$ cat src/rtl/diff_serial_tx.sv
// Differential serial transmitter: framed LSB-first words (start, data, optional even
// parity, stop) on a registered line bit that drives an OBUFDS pad buffer.
module diff_serial_tx #(
  parameter int unsigned DATA_W     = 8,
  parameter int unsigned CLK_DIV    = 4,
  parameter bit          PARITY_EN  = 1'b1,
  parameter              IOSTANDARD = "DEFAULT"
) (
  input  logic              clk,
  input  logic              rst_n,
  input  logic [DATA_W-1:0] tx_data,
  input  logic              tx_valid,
  output logic              tx_ready,
  output logic              tx_busy,
  output logic              tx_p,
  output logic              tx_n
);

  localparam int unsigned DIV_W = (CLK_DIV > 1) ? $clog2(CLK_DIV) : 1;
  localparam int unsigned BIT_W = $clog2(DATA_W + 1);
  localparam logic [DIV_W-1:0] DIV_LAST = DIV_W'(CLK_DIV - 1);
  localparam logic [BIT_W-1:0] BIT_LAST = BIT_W'(DATA_W - 1);

  typedef enum logic [2:0] {
    StIdle,
    StStart,
    StData,
    StParity,
    StStop
  } state_e;

  state_e            r_state, w_state_d;
  logic [DIV_W-1:0]  r_div, w_div_d;
  logic [BIT_W-1:0]  r_bit, w_bit_d;
  logic [DATA_W-1:0] r_shift, w_shift_d;
  logic              r_parity, w_parity_d;
  logic              r_line, w_line_d;
  logic              w_div_last;

  assign w_div_last = (r_div == DIV_LAST);

  always_ff @(posedge clk or negedge rst_n) begin
    if (!rst_n) begin
      r_state  <= StIdle;
      r_div    <= '0;
      r_bit    <= '0;
      r_shift  <= '0;
      r_parity <= 1'b0;
      r_line   <= 1'b1;
    end else begin
      r_state  <= w_state_d;
      r_div    <= w_div_d;
      r_bit    <= w_bit_d;
      r_shift  <= w_shift_d;
      r_parity <= w_parity_d;
      r_line   <= w_line_d;
    end
  end

  always_comb begin
    w_state_d  = r_state;
    w_div_d    = r_div;
    w_bit_d    = r_bit;
    w_shift_d  = r_shift;
    w_parity_d = r_parity;

    if (r_state != StIdle) begin
      w_div_d = w_div_last ? '0 : r_div + DIV_W'(1);
    end

    unique case (r_state)
      StIdle: begin
        if (tx_valid) begin
          w_shift_d  = tx_data;
          w_parity_d = ^tx_data;
          w_bit_d    = '0;
          w_div_d    = '0;
          w_state_d  = StStart;
        end
      end
      StStart: begin
        if (w_div_last) w_state_d = StData;
      end
      StData: begin
        if (w_div_last) begin
          w_shift_d = r_shift >> 1;
          // Bit counter holds at its terminal count rather than wrapping.
          if (r_bit == BIT_LAST) begin
            w_state_d = PARITY_EN ? StParity : StStop;
          end else begin
            w_bit_d = r_bit + BIT_W'(1);
          end
        end
      end
      StParity: begin
        if (w_div_last) w_state_d = StStop;
      end
      StStop: begin
        if (w_div_last) w_state_d = StIdle;
      end
      default: w_state_d = StIdle;
    endcase
  end

  // The line is registered from the current state, so it trails the state by one cycle.
  always_comb begin
    w_line_d = 1'b1;
    unique case (r_state)
      StIdle:   w_line_d = 1'b1;
      StStart:  w_line_d = 1'b0;
      StData:   w_line_d = r_shift[0];
      StParity: w_line_d = r_parity;
      StStop:   w_line_d = 1'b1;
      default:  w_line_d = 1'b1;
    endcase
  end

  assign tx_ready = (r_state == StIdle);
  assign tx_busy  = (r_state != StIdle);

`ifdef DIFF_SERIAL_TX_XILINX
  OBUFDS #(
    .IOSTANDARD(IOSTANDARD)
  ) u_obufds (
    .I (r_line),
    .O (tx_p),
    .OB(tx_n)
  );
`else
  // Behavioural stand-in for the pad buffer when the vendor primitive is not available.
  logic w_unused_iostd;
  assign w_unused_iostd = (IOSTANDARD == "DEFAULT");
  assign tx_p = r_line;
  assign tx_n = ~r_line;
`endif

endmodule

$ cat config.mk
export PLATFORM = sky130hd
export DESIGN_NAME = diff_serial_tx
export DESIGN_NICKNAME = d
export VERILOG_FILES = /design/src/rtl/diff_serial_tx.sv
export SDC_FILE = /design/constraint.sdc
export NUM_CORES = 1
export LEC_CHECK = 0
export CAP_MARGIN = 20
export CELL_PAD_IN_SITES_DETAIL_PLACEMENT = 1
export CELL_PAD_IN_SITES_GLOBAL_PLACEMENT = 1
export CORE_MARGIN = 2
export CORE_UTILIZATION = 35
export CTS_CLUSTER_SIZE = 10
export DETAILED_ROUTE_END_ITERATION = 7
export PLACE_DENSITY = 0.69
export REMOVE_ABC_BUFFERS = 1
export SYNTH_ARGS = -nofsm -noshare
export SYNTH_HDL_FRONTEND = slang
export SYNTH_SLANG_ARGS = --single-unit
$ cat constraint.sdc
create_clock -name clk -period 4.65 [get_ports clk]
set_input_delay 1.395 -clock clk [delete_from_list [all_inputs] [get_ports clk]]
set_output_delay 1.395 -clock clk [all_outputs]
set_load 0.02 [all_outputs]
Word level (Yosys, flattened, before mapping)

Index checks and enable logic that the tools add are counted.

Add/sub/neg operators: 2
$mul: 0
Divide/modulo/power cells: 0
Order comparisons: 0
Eq/ne operators: 13
Shifts and indexed selects: 0
Muxes and demuxes: 19
Bitwise logic cells: 1
Reductions and logical operators: 8

Operators by type and width:

| operator                                             | count |
|---|---|
| two-way mux 3 bit                                    | 6 |
| two-way mux 8 bit                                    | 2 |
| case mux 8 bit (2 select lines)                      | 1 |
| case mux 3 bit (5 select lines)                      | 1 |
| inequality test 2 bit (second input constant)        | 7 |
| two-way mux 4 bit                                    | 3 |
| two-way mux 2 bit                                    | 4 |
| case mux 4 bit (2 select lines)                      | 1 |
| parity 8 bit                                         | 1 |
| equality test 3 x 2 -> 1 bit (second input constant) | 2 |
| AND reduction 6 bit                                  | 1 |
| adder 4 x 1 -> 4 bit (second input constant)         | 1 |
| equality test 4 x 3 -> 1 bit (second input constant) | 1 |
| AND reduction 4 bit                                  | 1 |
| equality test 3 x 1 -> 1 bit (second input constant) | 1 |
| equality test 3 bit (second input constant)          | 1 |
| logical NOT 3 bit                                    | 1 |
| case mux 1 bit (3 select lines)                      | 1 |
| AND reduction 3 bit                                  | 1 |
| nonzero test 3 bit                                   | 1 |
| adder 2 x 1 -> 2 bit (second input constant)         | 1 |
| equality test 2 bit (second input constant)          | 1 |
| AND reduction 2 bit                                  | 1 |
| nonzero test 2 bit                                   | 1 |
| NOT 1 bit                                            | 1 |

Register bits after elaboration: 19
Bits in latches: 0
RAM bits: 0
ROM bits: 0
Input port bits: 11
Output and inout bits: 4
Logic and storage cells: 49
Memories: 0

Longest topological paths before layout

Depth after elaboration: 5
Gate-level depth with buffers: 6
Mapped depth without buffers: 5

Worst setup path after synthesis

No wires, ideal clock.

Path kind: flip-flop to output port
Start: reg r_state[2]
End: out tx_busy
Arrival time: 1292 ps
Data required time: 3255 ps
Setup slack: 1963 ps
Stages on the path, launching flop included: 4
Path buffers: 1
Cell sequence: dfrtp_1 > buf_6 > nor3_2 > inv_1

Longest elaborated chain between the ends: 1

Ends and longest elaborated chain:

| what                   | line | text |
|---|---|---|
| start, declared        | 32   | `state_e r_state, w_state_d;` |
| start signal, assigned | 44   | `r_state <= StIdle;` |
| start signal, assigned | 51   | `r_state <= w_state_d;` |
| nonzero test 3 bit     | 119  | `assign tx_busy = (r_state != StIdle);` |
| end, declared          | 14   | `output logic tx_busy,` |

No other way between the ends.

Final worst setup path

Start: reg r_state[1]
End: out tx_ready

Longest elaborated chain between the ends: 1

Ends and longest elaborated chain:

| what              | line | text |
|---|---|---|
| logical NOT 3 bit | 118  | `assign tx_ready = (r_state == StIdle);` |
| end, declared     | 13   | `output logic tx_ready,` |

No other way between the ends.

==> results.yml <==
floorplan:
  coreArea_sq_um: 2980
  core.rowCount: 20
  die_x_microns: 59.1
  ios: 15
  start_util: 0.357
  dieHeight_microns: 59.1
  dieArea_sq_um: 3500
place:
  post-dp-hpwl_microns: 1460
  gp_congestion: 0.659
  port_buffers: 14
global_routing:
  antenna_found_initial: 0
  grt_max_degree: 20
  grt_pass1_vias: 756
  grt-ovfl-total: 0
  grt_pass1_wl_microns: 3480
  grtUsageTotal: 0.133
routing:
  wl_microns: 1960
  drc_errors: 0
  drt_pass1_iterations: 2
  viasPerCell: 5.11
  avgRoutedWirePerCell_microns: 13.4
  antenna_left: 0
  drt-initial-drc-count: 12
  vias: 746
critical_path:
  ff2ff_setup_slack_ps: 2810
  cpMaxStageDelayCell: "clkdlybuf4s50_1"
  cp.required_ps: 3250
  max_stage_delay_ps: 700
  worstRegToRegCells: 5
  crit_fanout: 11
  r2r-start: "r_div[0]$_DFF_PN0_"
  timing.rr.end: "r_bit[0]$_DFFE_PN0P_"
  worstSetupStartpointType: "flip-flop"
  cp.arrival_ps: 2020
  endpoint_kind: "primary output"
  path_cells: "nor3_2 -> clkdlybuf4s50_1"
  path_class: "flip-flop to primary output"
clocking:
  clk_latency_ps: 300
  cts_tree: "done"
  htreeDepth: 1
  cts.sinks: 19
  cts_made_buffers: 3
  cts.clk_slew.worst_paths_ps: 120
  cts_buffer_depth: 2
  hold_buffers: 0
  postCtsSetupBuffers: 0
  cts_root_buf: "clkbuf_4"
  cts.repair.resized: 0
timing:
  rsz0062_at_grt: "no"
  timing.slew.headroom: 0.428
  hold_violations: 0
  period_needed_ps: 3420
  min_period_over_period: 0.735
  tightest_slew_ps: 856
  drv_slew: 0
  setup_viol: 0
  finClkSkew_ps: 8.13
  fin_setup_tns_ps: 0
  max_freq_mhz: 293
  whs_ps: 492
run:
  cap_violations: 0
hold_path:
  hold_path_end: "r_bit[3]$_DFFE_PN0P_"
  worstHoldPathType: "flip-flop to flip-flop"
  hold_depth: 1
  hold_start: "r_bit[3]$_DFFE_PN0P_"
synth:
  synthCells: 101
  syn-mean-instance-area_sq_um: 10.5
  ys_seq_area_frac: 0.448
  yosysUniqueCellTypes: 37
  ys_warn_count: 0
  ys_seq_elements: 19
  netlist_area_sq_um: 1060
final_layout:
  drive_gt1_frac: 0.115
  diodes: 0
  final_common_cell: "dfrtp_1"
  layout_common_cells: "dfrtp_1 (18), clkdlybuf4s50_1 (14), nand2_1 (11), mux2i_1 (8), xnor2_1 (7)"
  fin_nets: 127
  syn_to_final_growth_pct: 14.8
outcome:
  outcome: "finished, final reports clean"
power_and_ir_drop:
  leakage_uw: 0.000536
  p_per_area_nw_per_um2: 596
  irDropWorstVdd_uv: 203
[power by group]
group          leakage, uW  switching (uW)  internal, uW
clock            0.0000177            53.4          32.0
combinational     0.000281             168           154
sequential        0.000237            78.8           242
total             0.000536             300           428
[kinds of logic (layout without fill, tap and decap cells)]
| group | count (synthesis) | count (layout) | share of synthesized area |
|---|---|---|---|
| and+or+nand+nor | 29 | 29 | 0.154 |
| AOI/OAI and AO/OA | 23 | 23 | 0.156 |
| DFF | 19 | 19 | 0.448 |
| buffers and inverters | 11 | 23 | 0.0659 |
| muxes | 9 | 9 | 0.0859 |
| xor gates and xnor gates | 8 | 8 | 0.0659 |
| adders and majority gates | 2 | 2 | 0.0235 |
[area by class of cell]
| cell class | count | area, sq um |
|---|---|---|
| multi-input cells | 71 | 517 |
| clock inverters | 1 | 5.00 |
| well taps | 33 | 41.3 |
| flip-flops and latches | 19 | 477 |
| repair buffers | 14 | 140 |
| inverters | 5 | 18.8 |
| fillers | 335 | 1760 |
| clock buffers | 3 | 22.5 |
[worst max-delay path, delay by kind of cell, from the launching register on]
family / cells / cell delay, ps
buffers and inverters: 1 / 700
AND/OR/NAND/NOR: 1 / 500
flip-flops: 1 / 520
[worst max path at each step]
stage | start | end | slack, ps | depth (start not counted)
2_1_floorplan | r_state[2]$_DFFE_PN0P_ | tx_busy | 1980 | 2
3_3_place_gp | tx_valid | r_bit[0]$_DFFE_PN0P_ | 1590 | 5
3_5_place_dp | tx_valid | r_bit[0]$_DFFE_PN0P_ | 1550 | 5
4_1_cts | r_state[1]$_DFFE_PN0P_ | tx_ready | 1220 | 2
5_1_grt | r_state[1]$_DFFE_PN0P_ | tx_ready | 1090 | 2
6_report | r_state[1]$_DFFE_PN0P_ | tx_ready | 1230 | 2
[synth_stat cells]
| cell type | number | area share |
|---|---|---|
| a211oi_1 | 2 | 0.014 |
| a21oi_1 | 1 | 0.0047 |
| a21oi_2 | 1 | 0.0082 |
| a22oi_1 | 1 | 0.0071 |
| a31oi_1 | 1 | 0.0059 |
| a31oi_4 | 1 | 0.020 |
| a32o_1 | 1 | 0.0094 |
| and2_1 | 1 | 0.0059 |
| and2_4 | 1 | 0.0082 |
| and2b_1 | 1 | 0.0071 |
| and3_1 | 1 | 0.0059 |
| buf_2 | 2 | 0.0094 |
| buf_4 | 1 | 0.0071 |
| buf_6 | 3 | 0.032 |
| dfrtp_1 | 18 | 0.42 |
| dfstp_2 | 1 | 0.025 |
| ha_1 | 2 | 0.024 |
| inv_1 | 5 | 0.018 |
| mux2_1 | 1 | 0.011 |
| mux2i_1 | 8 | 0.075 |
| nand2_1 | 11 | 0.039 |
| nand3b_1 | 2 | 0.014 |
| nand4_1 | 1 | 0.0059 |
| nor2_1 | 5 | 0.018 |
| nor2_4 | 1 | 0.011 |
| nor3_2 | 1 | 0.0094 |
| o21ai_0 | 6 | 0.028 |
| o21ai_1 | 6 | 0.028 |
| o21ai_4 | 1 | 0.015 |
| o31ai_1 | 1 | 0.0071 |
| o41ai_1 | 1 | 0.0082 |
| or2_2 | 1 | 0.0059 |
| or2b_1 | 1 | 0.0071 |
| or3b_1 | 1 | 0.0082 |
| or4b_2 | 1 | 0.0094 |
| xnor2_1 | 7 | 0.058 |
| xor2_1 | 1 | 0.0082 |
[flip-flops by register name (all words and copies together), names as in the netlist]
signal and count:
tx_p 1, r_div 2, r_state 3, r_bit 4, r_parity 1, r_shift 8
[metrics by stage]
stage / power, uW / worst slack [ps] / instances / cell area (sq um) / util
2_1_floorplan: 542 / 1980 / 95 / 1010 / -
6_report: 728 / 1230 / 146 / 1220 / 0.410
3_5_place_dp: 651 / 1550 / 142 / 1190 / 0.401
3_3_place_gp: 639 / 1590 / 142 / 1190 / 0.401
5_1_grt: 797 / 1090 / 146 / 1220 / 0.410
4_1_cts: 742 / 1220 / 146 / 1220 / 0.410
[routing by layer]
layer / track usage / share of wire
met5: 0 / 0
met3: 0.0393 / 0.042
met1: 0.176 / 0.46
met2: 0.216 / 0.49
met4: 0.0292 / 0.0061
Power figures use the tool's default switching activity.
